**config.mk**
```make
export PLATFORM = sky130hd
export DESIGN_NAME = data_utlb
export DESIGN_NICKNAME = d
export VERILOG_FILES = /design/src/rtl/data_utlb_pkg.sv /design/src/rtl/data_utlb_match.sv /design/src/rtl/data_utlb.sv
export SDC_FILE = /design/constraint.sdc
export NUM_CORES = 1
export LEC_CHECK = 0
export ABC_AREA = 1
export BUFFER_PORTS_ARGS = -buffer_cell sky130_fd_sc_hd__buf_2
export CORE_ASPECT_RATIO = 1.25
export CORE_MARGIN = 8
export CORE_UTILIZATION = 40
export CTS_CLUSTER_DIAMETER = 30
export DETAILED_ROUTE_END_ITERATION = 6
export MAX_ROUTING_LAYER = met4
export PLACE_DENSITY = 0.58
export REMOVE_ABC_BUFFERS = 1
export SLEW_MARGIN = 40
export SYNTH_ARGS = -nofsm -noshare
export SYNTH_HDL_FRONTEND = slang
export SYNTH_SLANG_ARGS = --single-unit
```
**constraint.sdc**
```tcl
create_clock -name clk -period 3.1 [get_ports clk]
set_input_delay 0.775 -clock clk [delete_from_list [all_inputs] [get_ports clk]]
set_output_delay 0.775 -clock clk [all_outputs]
set_load 0.1 [all_outputs]
```
**src/rtl/data_utlb_pkg.sv**
```systemverilog
// Shared types and address-decode helpers for the data micro-TLB.
// Also holds the FSM encoding, which the instruction-side uTLB uses as well.
package data_utlb_pkg;

    localparam int VPN_W = 20;

    typedef enum logic {
        UTLB_IDLE  = 1'b0,
        UTLB_QUERY = 1'b1
    } utlb_state_e;

    typedef struct packed {
        logic             valid;
        logic [VPN_W-1:0] vpn;
        logic [VPN_W-1:0] ppn;
        logic             miss;
        logic             invalid;
        logic             dirty;
        logic [2:0]       cattr;
    } utlb_entry_t;

    // kseg0/kseg1 occupy 0x8000_0000..0xBFFF_FFFF and are never translated
    function automatic logic is_kseg01(input logic [31:0] vaddr);
        return (vaddr[31:30] == 2'b10);
    endfunction

    function automatic logic kseg_cached(input logic [31:0] vaddr, input logic [2:0] k0);
        return (vaddr[29] == 1'b0) && k0[0];
    endfunction

    function automatic logic [31:0] kseg_paddr(input logic [31:0] vaddr);
        return {3'b000, vaddr[28:0]};
    endfunction

endpackage

```
**src/rtl/data_utlb_match.sv**
```systemverilog
// Combinational ENTRIES-way VPN comparator: one-hot hit vector, hit flag,
// encoded hit index and the lowest-numbered free (invalid) slot.
module data_utlb_match
    import data_utlb_pkg::*;
#(
    parameter int ENTRIES = 4,
    parameter int PTR_W   = $clog2(ENTRIES)
) (
    input  logic [ENTRIES-1:0]       entry_valid_i,
    input  logic [ENTRIES*VPN_W-1:0] entry_vpn_i,
    input  logic [VPN_W-1:0]         lk_vpn_i,
    output logic [ENTRIES-1:0]       hit_vec_o,
    output logic                     hit_o,
    output logic [PTR_W-1:0]         hit_idx_o,
    output logic                     free_o,
    output logic [PTR_W-1:0]         free_idx_o
);

    logic [ENTRIES-1:0] hit_vec_s;
    logic [PTR_W-1:0]   hit_idx_s;
    logic               free_s;
    logic [PTR_W-1:0]   free_idx_s;

    // Scan from the top so the lowest matching/free index is the one kept
    always_comb begin
        hit_vec_s  = '0;
        hit_idx_s  = '0;
        free_s     = 1'b0;
        free_idx_s = '0;
        for (int i = ENTRIES - 1; i >= 0; i--) begin
            if (entry_valid_i[i] && (entry_vpn_i[i*VPN_W +: VPN_W] == lk_vpn_i)) begin
                hit_vec_s[i] = 1'b1;
                hit_idx_s    = PTR_W'(i);
            end else begin
                hit_vec_s[i] = 1'b0;
            end
            if (!entry_valid_i[i]) begin
                free_s     = 1'b1;
                free_idx_s = PTR_W'(i);
            end else begin
                free_s     = free_s;
            end
        end
    end

    assign hit_vec_o  = hit_vec_s;
    assign hit_o      = |hit_vec_s;
    assign hit_idx_o  = hit_idx_s;
    assign free_o     = free_s;
    assign free_idx_o = free_idx_s;

endmodule

```
**src/rtl/data_utlb.sv**
```systemverilog
// Fully associative data micro-TLB with round-robin refill from the main TLB.
// Optional hit/miss counters are built when DATA_UTLB_PERF_EN is defined.
module data_utlb
    import data_utlb_pkg::*;
#(
    parameter  int ENTRIES = 4,
    localparam int PTR_W   = $clog2(ENTRIES)
) (
    input  logic        clk,
    input  logic        resetn,
    input  logic        lk_valid,
    input  logic [31:0] lk_vaddr,
    input  logic        lk_write,
    output logic        lk_ok,
    output logic [31:0] lk_paddr,
    output logic        lk_cached,
    output logic        lk_refill,
    output logic        lk_invalid,
    output logic        lk_mod,
    input  logic [2:0]  config_k0,
    output logic [31:0] tlb_vaddr,
    input  logic [31:0] tlb_paddr,
    input  logic        tlb_miss,
    input  logic        tlb_invalid,
    input  logic        tlb_dirty,
    input  logic [2:0]  tlb_cattr,
    input  logic        flush,
    output logic [31:0] perf_hit,
    output logic [31:0] perf_miss
);

    utlb_entry_t            entry_q [ENTRIES];
    utlb_state_e            state_q, state_d;
    logic [PTR_W-1:0]       rr_q, rr_d;
    logic [31:0]            tlb_vaddr_q, tlb_vaddr_d;

    logic [ENTRIES-1:0]       valid_vec_s;
    logic [ENTRIES*VPN_W-1:0] vpn_flat_s;
    logic [ENTRIES-1:0]       hit_vec_s;
    logic                     hit_s;
    logic [PTR_W-1:0]         hit_idx_s;
    logic                     free_s;
    logic [PTR_W-1:0]         free_idx_s;
    logic                     bypass_s;
    logic                     lk_ok_s;
    logic                     start_query_s;
    logic                     fill_s;
    logic [PTR_W-1:0]         victim_idx_s;
    utlb_entry_t              sel_entry_s;
    utlb_entry_t              new_entry_s;

    // Flatten entry tags for the comparator
    always_comb begin
        valid_vec_s = '0;
        vpn_flat_s  = '0;
        for (int i = 0; i < ENTRIES; i++) begin
            valid_vec_s[i]                  = entry_q[i].valid;
            vpn_flat_s[i*VPN_W +: VPN_W]    = entry_q[i].vpn;
        end
    end

    data_utlb_match #(
        .ENTRIES (ENTRIES),
        .PTR_W   (PTR_W)
    ) u_match (
        .entry_valid_i (valid_vec_s),
        .entry_vpn_i   (vpn_flat_s),
        .lk_vpn_i      (lk_vaddr[31:12]),
        .hit_vec_o     (hit_vec_s),
        .hit_o         (hit_s),
        .hit_idx_o     (hit_idx_s),
        .free_o        (free_s),
        .free_idx_o    (free_idx_s)
    );

    assign bypass_s    = is_kseg01(lk_vaddr);
    assign sel_entry_s = entry_q[hit_idx_s];
    assign lk_ok_s     = lk_valid && (state_q == UTLB_IDLE) && (bypass_s || hit_s);

    // Lookup result: cached miss/invalid results are reported like real hits
    always_comb begin
        lk_ok      = lk_ok_s;
        lk_paddr   = 32'd0;
        lk_cached  = 1'b0;
        lk_refill  = 1'b0;
        lk_invalid = 1'b0;
        lk_mod     = 1'b0;
        if (bypass_s) begin
            lk_paddr  = kseg_paddr(lk_vaddr);
            lk_cached = kseg_cached(lk_vaddr, config_k0);
        end else begin
            lk_paddr   = {sel_entry_s.ppn, lk_vaddr[11:0]};
            lk_cached  = sel_entry_s.cattr[0];
            lk_refill  = sel_entry_s.miss;
            lk_invalid = !sel_entry_s.miss && sel_entry_s.invalid;
            lk_mod     = lk_write && !sel_entry_s.miss && !sel_entry_s.invalid && !sel_entry_s.dirty;
        end
    end

    // FSM state register
    always_ff @(posedge clk or negedge resetn) begin
        if (!resetn) begin
            state_q <= UTLB_IDLE;
        end else begin
            state_q <= state_d;
        end
    end

    // FSM next-state logic
    always_comb begin
        state_d = state_q;
        case (state_q)
            UTLB_IDLE: begin
                if (lk_valid && !bypass_s && !hit_s && !flush) begin
                    state_d = UTLB_QUERY;
                end else begin
                    state_d = UTLB_IDLE;
                end
            end
            UTLB_QUERY: state_d = UTLB_IDLE;
            default:    state_d = UTLB_IDLE;
        endcase
    end

    // FSM outputs: query launch and victim fill (a flush cancels the fill)
    always_comb begin
        start_query_s = 1'b0;
        fill_s        = 1'b0;
        case (state_q)
            UTLB_IDLE:  start_query_s = lk_valid && !bypass_s && !hit_s && !flush;
            UTLB_QUERY: fill_s        = !flush;
            default: begin
                start_query_s = 1'b0;
                fill_s        = 1'b0;
            end
        endcase
    end

    // Victim selection and round-robin advance (only when every slot is live)
    always_comb begin
        victim_idx_s = free_s ? free_idx_s : rr_q;
        if (fill_s && !free_s) begin
            rr_d = rr_q + PTR_W'(1);
        end else begin
            rr_d = rr_q;
        end
        if (start_query_s) begin
            tlb_vaddr_d = lk_vaddr;
        end else begin
            tlb_vaddr_d = tlb_vaddr_q;
        end
    end

    assign new_entry_s = '{
        valid:   1'b1,
        vpn:     tlb_vaddr_q[31:12],
        ppn:     tlb_paddr[31:12],
        miss:    tlb_miss,
        invalid: tlb_invalid,
        dirty:   tlb_dirty,
        cattr:   tlb_cattr
    };

    // Pointer and query-address registers
    always_ff @(posedge clk or negedge resetn) begin
        if (!resetn) begin
            rr_q        <= '0;
            tlb_vaddr_q <= 32'd0;
        end else begin
            rr_q        <= rr_d;
            tlb_vaddr_q <= tlb_vaddr_d;
        end
    end

    // Entry array: flush clears every valid bit and wins over a fill
    always_ff @(posedge clk or negedge resetn) begin
        if (!resetn) begin
            for (int i = 0; i < ENTRIES; i++) begin
                entry_q[i] <= '0;
            end
        end else begin
            for (int i = 0; i < ENTRIES; i++) begin
                if (flush) begin
                    entry_q[i].valid <= 1'b0;
                end else if (fill_s && (victim_idx_s == PTR_W'(i))) begin
                    entry_q[i] <= new_entry_s;
                end else begin
                    entry_q[i] <= entry_q[i];
                end
            end
        end
    end

    assign tlb_vaddr = tlb_vaddr_q;

`ifdef DATA_UTLB_PERF_EN
    logic [31:0] perf_hit_q, perf_hit_d;
    logic [31:0] perf_miss_q, perf_miss_d;

    // Counter increments: mapped hits only, one miss per query launch
    always_comb begin
        perf_hit_d  = perf_hit_q  + ((lk_ok_s && !bypass_s) ? 32'd1 : 32'd0);
        perf_miss_d = perf_miss_q + (start_query_s ? 32'd1 : 32'd0);
    end

    // Performance counter registers
    always_ff @(posedge clk or negedge resetn) begin
        if (!resetn) begin
            perf_hit_q  <= 32'd0;
            perf_miss_q <= 32'd0;
        end else begin
            perf_hit_q  <= perf_hit_d;
            perf_miss_q <= perf_miss_d;
        end
    end

    assign perf_hit  = perf_hit_q;
    assign perf_miss = perf_miss_q;
`else
    assign perf_hit  = 32'd0;
    assign perf_miss = 32'd0;
`endif

    logic unused_ok_s;
    assign unused_ok_s = ^{tlb_paddr[11:0], config_k0[2:1], hit_vec_s,
                           sel_entry_s.valid, sel_entry_s.vpn, sel_entry_s.cattr[2:1]};

endmodule
```
* Word level (Yosys, flattened, before mapping) *
Cells that the tools add are included.

word-level totals
  input port bits = 78
  bits in registers = 223

cells by class
  muxes and demuxes = 37
  reductions and logical operators = 37
  bitwise operators = 4
  $lt $le $gt $ge = 1
  eq/ne operators = 8
  add/sub/neg operators = 1

operators by type and width
  cell                                                             number
  47-bit two-way mux                                               4
  47-bit binary-select mux with 2-bit select                       1
  20-bit == test                                                   4
  26-bit two-way mux                                               2
  32-bit two-way mux                                               1
  1-bit logical AND                                                19
  1-bit two-way mux                                                19
  2-bit two-way mux                                                9
  2-bit AND reduction                                              4
  2-bit nonzero test                                               4
  1-bit logical NOT                                                7
  2-bit == test, second input constant                             3
  4-bit OR reduction                                               1
  3-bit greater-or-equal comparator, second input constant         1
  1-bit NOT                                                        3
  2-bit NOT with 3-bit output                                      1
  2-bit by 1-bit adder with 2-bit output, second input constant    1
  2-bit by 1-bit == test with 1-bit output, second input constant  1
  2-bit logical NOT                                                1
  1-bit one-hot mux with 2 select lines                            1
  1-bit logical OR                                                 1

* Logic depth before layout (Yosys ltp) *
  depth in word-level cells = 15
  mapped depth = 19
  gate-level depth less buffers = 16

* Hierarchy *
A second synthesis with hierarchy kept.

unflattened totals
  cells, all modules = 1641
  area, all modules = 11757.5 µm²

modules (own cells, without submodules)
  module           area an instance (µm²)  times used  cells each
  data_utlb        10445.0                 1           1349
  data_utlb_match  1312.5                  1           292

* Worst setup path after synthesis *
OpenSTA, ideal clock, no wires.

  kind = input -> output
  start = in lk_vaddr[30]
  end = out lk_paddr[29]
  slack = -1.215 ns
  arrival time = 3.540 ns
  path buffers = 3
  stages on the path = 17
  cells stage by stage = buf_2 > inv_1 > nand2_1 > nand2_1 > nor2_1 > nand2_1 > nor2_1 > nand2_1 > nor2_2 > nand2_1 > nand2_2 > nand2_2 > buf_6 > buf_6 > nand2_1 > nand3_1 > a21oi_1

between the ends
  word-level cells in the longest chain between the ends = 11
  elaborated cells on any way between the ends = 18

RTL lines
  what                                                   RTL line               source
  from (decl)                                            data_utlb.sv:12        input logic [31:0] lk_vaddr,
  20-bit == test                                         data_utlb_match.sv:31  if (entry_valid_i[i] && (entry_vpn_i[i*VPN_W +: VPN_W] == lk_vpn_i)) begin
  1-bit logical AND                                      data_utlb_match.sv:31
  2-bit two-way mux (4 in a row)                         data_utlb_match.sv:31
  2-bit NOT with 3-bit output (implied by the code)      data_utlb.sv:77        assign sel_entry_s = entry_q[hit_idx_s];
  47-bit binary-select mux with 2-bit select             data_utlb.sv:77
  26-bit two-way mux (implied by the code) (2 in a row)  data_utlb.sv:77
  32-bit two-way mux (*)                                 data_utlb.sv:88        if (bypass_s) begin
  to (decl)                                              data_utlb.sv:15        output logic [31:0] lk_paddr,

Mark *: on every way between the ends. The rest lies on a longest branch, timed or not. The select of a mux whose other input is x is not followed.

* Worst setup path after layout *
  start = reg entry_q[26] (netlist bit)
  end = out lk_paddr[24]

between the ends
  word-level cells in the longest chain between the ends = 11

RTL lines
  what                                                   RTL line               source
  from (decl)                                            data_utlb.sv:32        utlb_entry_t entry_q [ENTRIES];
  from (signal, indexed assignment)                      data_utlb.sv:186       entry_q[i] <= new_entry_s;
  from (signal, indexed assignment)                      data_utlb.sv:188       entry_q[i] <= entry_q[i];
  20-bit == test                                         data_utlb_match.sv:31
  1-bit logical AND                                      data_utlb_match.sv:31
  2-bit two-way mux (4 in a row)                         data_utlb_match.sv:31
  2-bit NOT with 3-bit output (implied by the code)      data_utlb.sv:77
  47-bit binary-select mux with 2-bit select             data_utlb.sv:77
  26-bit two-way mux (implied by the code) (2 in a row)  data_utlb.sv:77
  32-bit two-way mux                                     data_utlb.sv:88

No other way between the ends. The select of a mux whose other input is x is not followed.

==> impl_metrics.csv <==
group,metric,value,unit
place,dp.cells,2211,
timing,finalWorstSetupSlack,-0.493,ns
worst_setup_path,r2r_setup_slack,0.68,ns
power_and_ir_drop,p_leak,8.28,nW
worst_setup_path,worstPathCellList,"buf_6, nand2_2, nand2_1, nor2_1, nand2_1, nor2_2, nand2_1, nor2_2, buf_4, nand2_4, nand2_8, clkbuf_16, nand3b_1, nand3_1, nand2_1, nand2_1, nand2_2, buf_12",
clock_network,tritoncts,"done",
synth,syn_area_per_cell,7.20,sq um
outcome,status,"finished, violations left",
floorplan,coreArea,29100,sq um
timing,setup_viol,25,
global_routing,grt_max_degree,77,
synth,netlist.top_cell.by_area,"dfrtp_1",
timing,layout_min_cycle_time,3.59,ns
worst_setup_path,critical_path.slowest_cell,"dfrtp_1",
synth,yosys.area.top_type_share,45.8,%
worst_hold_path,hold_class,"in -> async",
worst_setup_path,r2r-start,"entry_q[45]",
power_and_ir_drop,vdd_drop_max,0.479,mV
place,portBuffers,130,
timing,finalHoldViolCount,0,
global_routing,grt_first_pass_wirelength,60300,microns
drt,wl,39400,microns
layout,final_cell_mix,"538 x nand2_1, 215 x dfrtp_1, 199 x o21ai_0",
clock_network,clkLatencyLatePin,0.56,ns
drt,ant_nets,0,
worst_setup_path,crit_fanout,6,
layout,nets,1967,
layout,finalNonFillerCells,2322,
synth,synth.cell_area,11800,sq um
power_and_ir_drop,cellPowerDensity,731,nW/um^2
timing,worstMarginPinSlew,0.762,ns
layout,layout-drive-gt1-share,27.7,%
worst_setup_path,r2r_end,"tlb_vaddr[23]",
worst_setup_path,r2r.worst_path.cells,16,
timing,relSlewSlack,49.2,%
layout,final-seq-area,5380,sq um
worst_setup_path,arrival,2.82,ns
layout,antennaDiodeCount,0,
place,dpl_worst_slack,-0.667,ns
worst_setup_path,path_class,"reg -> out",
outcome,violations,"negative setup slack",
worst_setup_path,critical_path.max_stage_delay,0.41,ns
floorplan,pin_count,211,
synth,ys_warn_count,0,
synth,synth_cell_types,30,
global_routing,grt_remaining_overflow,0,
timing,max_freq,278,MHz
clock_network,root_buffer,"clkbuf_16",
synth,synth.ff_latch_count,215,
layout,final_common_cell,"nand2_1",
place,gp_congestion,0.984,
synth,synthTopCellsByArea,"dfrtp_1 46%, nand2_1 19%, o21ai_0 8.6%",
synth,async_flop_share,100,%
synth,ys.flop_type,"dfrtp_1",
timing,rsz0062_at_grt,"yes",
floorplan,die_area,35200,sq um
clock_network,cts_hold_buffers,0,
floorplan,die_x,169,microns
drt,drc_errors,0,
global_routing,grt.total_usage,22.3,%
worst_setup_path,required,2.32,ns
worst_setup_path,startpoint_type,"register",
clock_network,cts_sinks,215,
worst_setup_path,cpMostUsedCell,"nand2_1",
layout,stdcell_area,16600,sq um
power_and_ir_drop,fin_total_pwr,12.1,mW
drt,routed_via_density,4.79,
clock_network,clkSlewWorstSetupHoldPaths,0.06,ns
timing,fin_crit_sh,116,%
floorplan,die_y,208,microns
global_routing,antenna_found_initial,0,
timing,drv_slew,0,
timing,fin_worst_skew,0.0216,ns
synth,synth_edf_count,0,
drt,dr.pass1.iters,6,
global_routing,grt_pass1_vias,11100,
layout,fillers,2687,
clock_network,numCtsBuffers,46,
layout,multi_input_area,5600,sq um
clock_network,ctsHtreeMaxLevel,2,
place,dp_hpwl,27500,microns
worst_setup_path,critical_path.endpoint_type,"primary output",
drt,initialDrtViolationCount,783,
floorplan,rows,70,
drt,vias,11100,
run,maxCapViolCount,0,
layout,area_delta_synth_final,41.1,%
drt,wl_per_cell,17.0,microns
clock_network,clock_path_buffers,3,
synth,yosysSeqAreaShare,45.8,%
floorplan,initial_utilization,40.4,%
synth,netlist_instances,1632,
place,post_dp_cell_area,13800,sq um
[report_power, final]
part / internal, mW / switching [mW]
Combinational: 0.904 / 2.43
Clock: 3.62 / 1.75
Sequential: 3.18 / 0.241
Total: 7.70 / 4.41
[how the worst max path moves through the flow]
stage                      start  depth (start not counted)      endpoint
floorplan           lk_vaddr[21]                          9  lk_paddr[29]
global placement    lk_vaddr[24]                         19  lk_paddr[23]
detailed placement  lk_vaddr[30]                         18  lk_paddr[31]
CTS                  entry_q[33]                         19  lk_paddr[15]
global route         entry_q[26]                         18  lk_paddr[19]
finish               entry_q[26]                         18  lk_paddr[24]
[flip-flops by register name (all words and copies together) (netlist names)]
signal,flops
state_q,1
tlb_vaddr,32
rr_q,2
entry_q,180
[Yosys cell counts, types with 9 or more instances]
library cell / count
dfrtp_1: 215
inv_1: 175
o21ai_1: 13
nor3_1: 9
inv_2: 17
nand3_1: 76
nand3b_1: 43
buf_4: 82
nand4_1: 15
xnor2_1: 11
nor2_1: 90
o21ai_0: 201
nand2_1: 597
buf_2: 17
clkbuf_1: 40
[through the flow]
stage	hold WS [ns]	util [%]	TNS [ns]
2_1_floorplan	0.443	-	-54.56
3_3_place_gp	0.457	47.5	-15.05
3_5_place_dp	0.464	47.5	-14.88
4_1_cts	0.222	55.6	-10.61
5_1_grt	0.233	57.0	-14.23
6_report	0.191	57.0	-11.10
[routing by layer]
metal	vias to the layer above	routed length, microns	GRT usage, %
li1	5484	-	-
met1	5227	16400	26.9
met2	341	20000	37.6
met3	68	2020	2.97
met4	0	1080	7.86
met5	-	0	-
[final cells by class]
type / instances / share of cell area (%)
repair buffers: 288 / 16.0
flip-flops and latches: 215 / 32.4
clock buffers: 52 / 7.32
clock inverters: 33 / 3.05
inverters: 194 / 4.44
multi-input cells: 1144 / 33.7
well taps: 396 / 2.99
[kinds of logic (layout without fill, tap and decap cells)]
kind of cell	Yosys count	after routing	share of synthesized area, %
other cells	1	64	0.0319
compound gates	223	223	9.52
buf+inv	337	567	13.8
flops	215	215	45.8
simple gates	843	844	29.9
xor+xnor	13	13	0.968
[timing repair]
action,CTS,global route
pin swaps,43,27
cloned,3,7
endpoints found under the setup margin,25,25
resized for setup,141,53
setup buffers,11,7
[worst max-delay path, delay by kind of cell, from the launching register on]
family	cells	cell delay [ns]
buffers and inverters	4	0.60
and+or+nand+nor	14	1.23
DFF	1	0.41
Power figures use the tool's default switching activity.
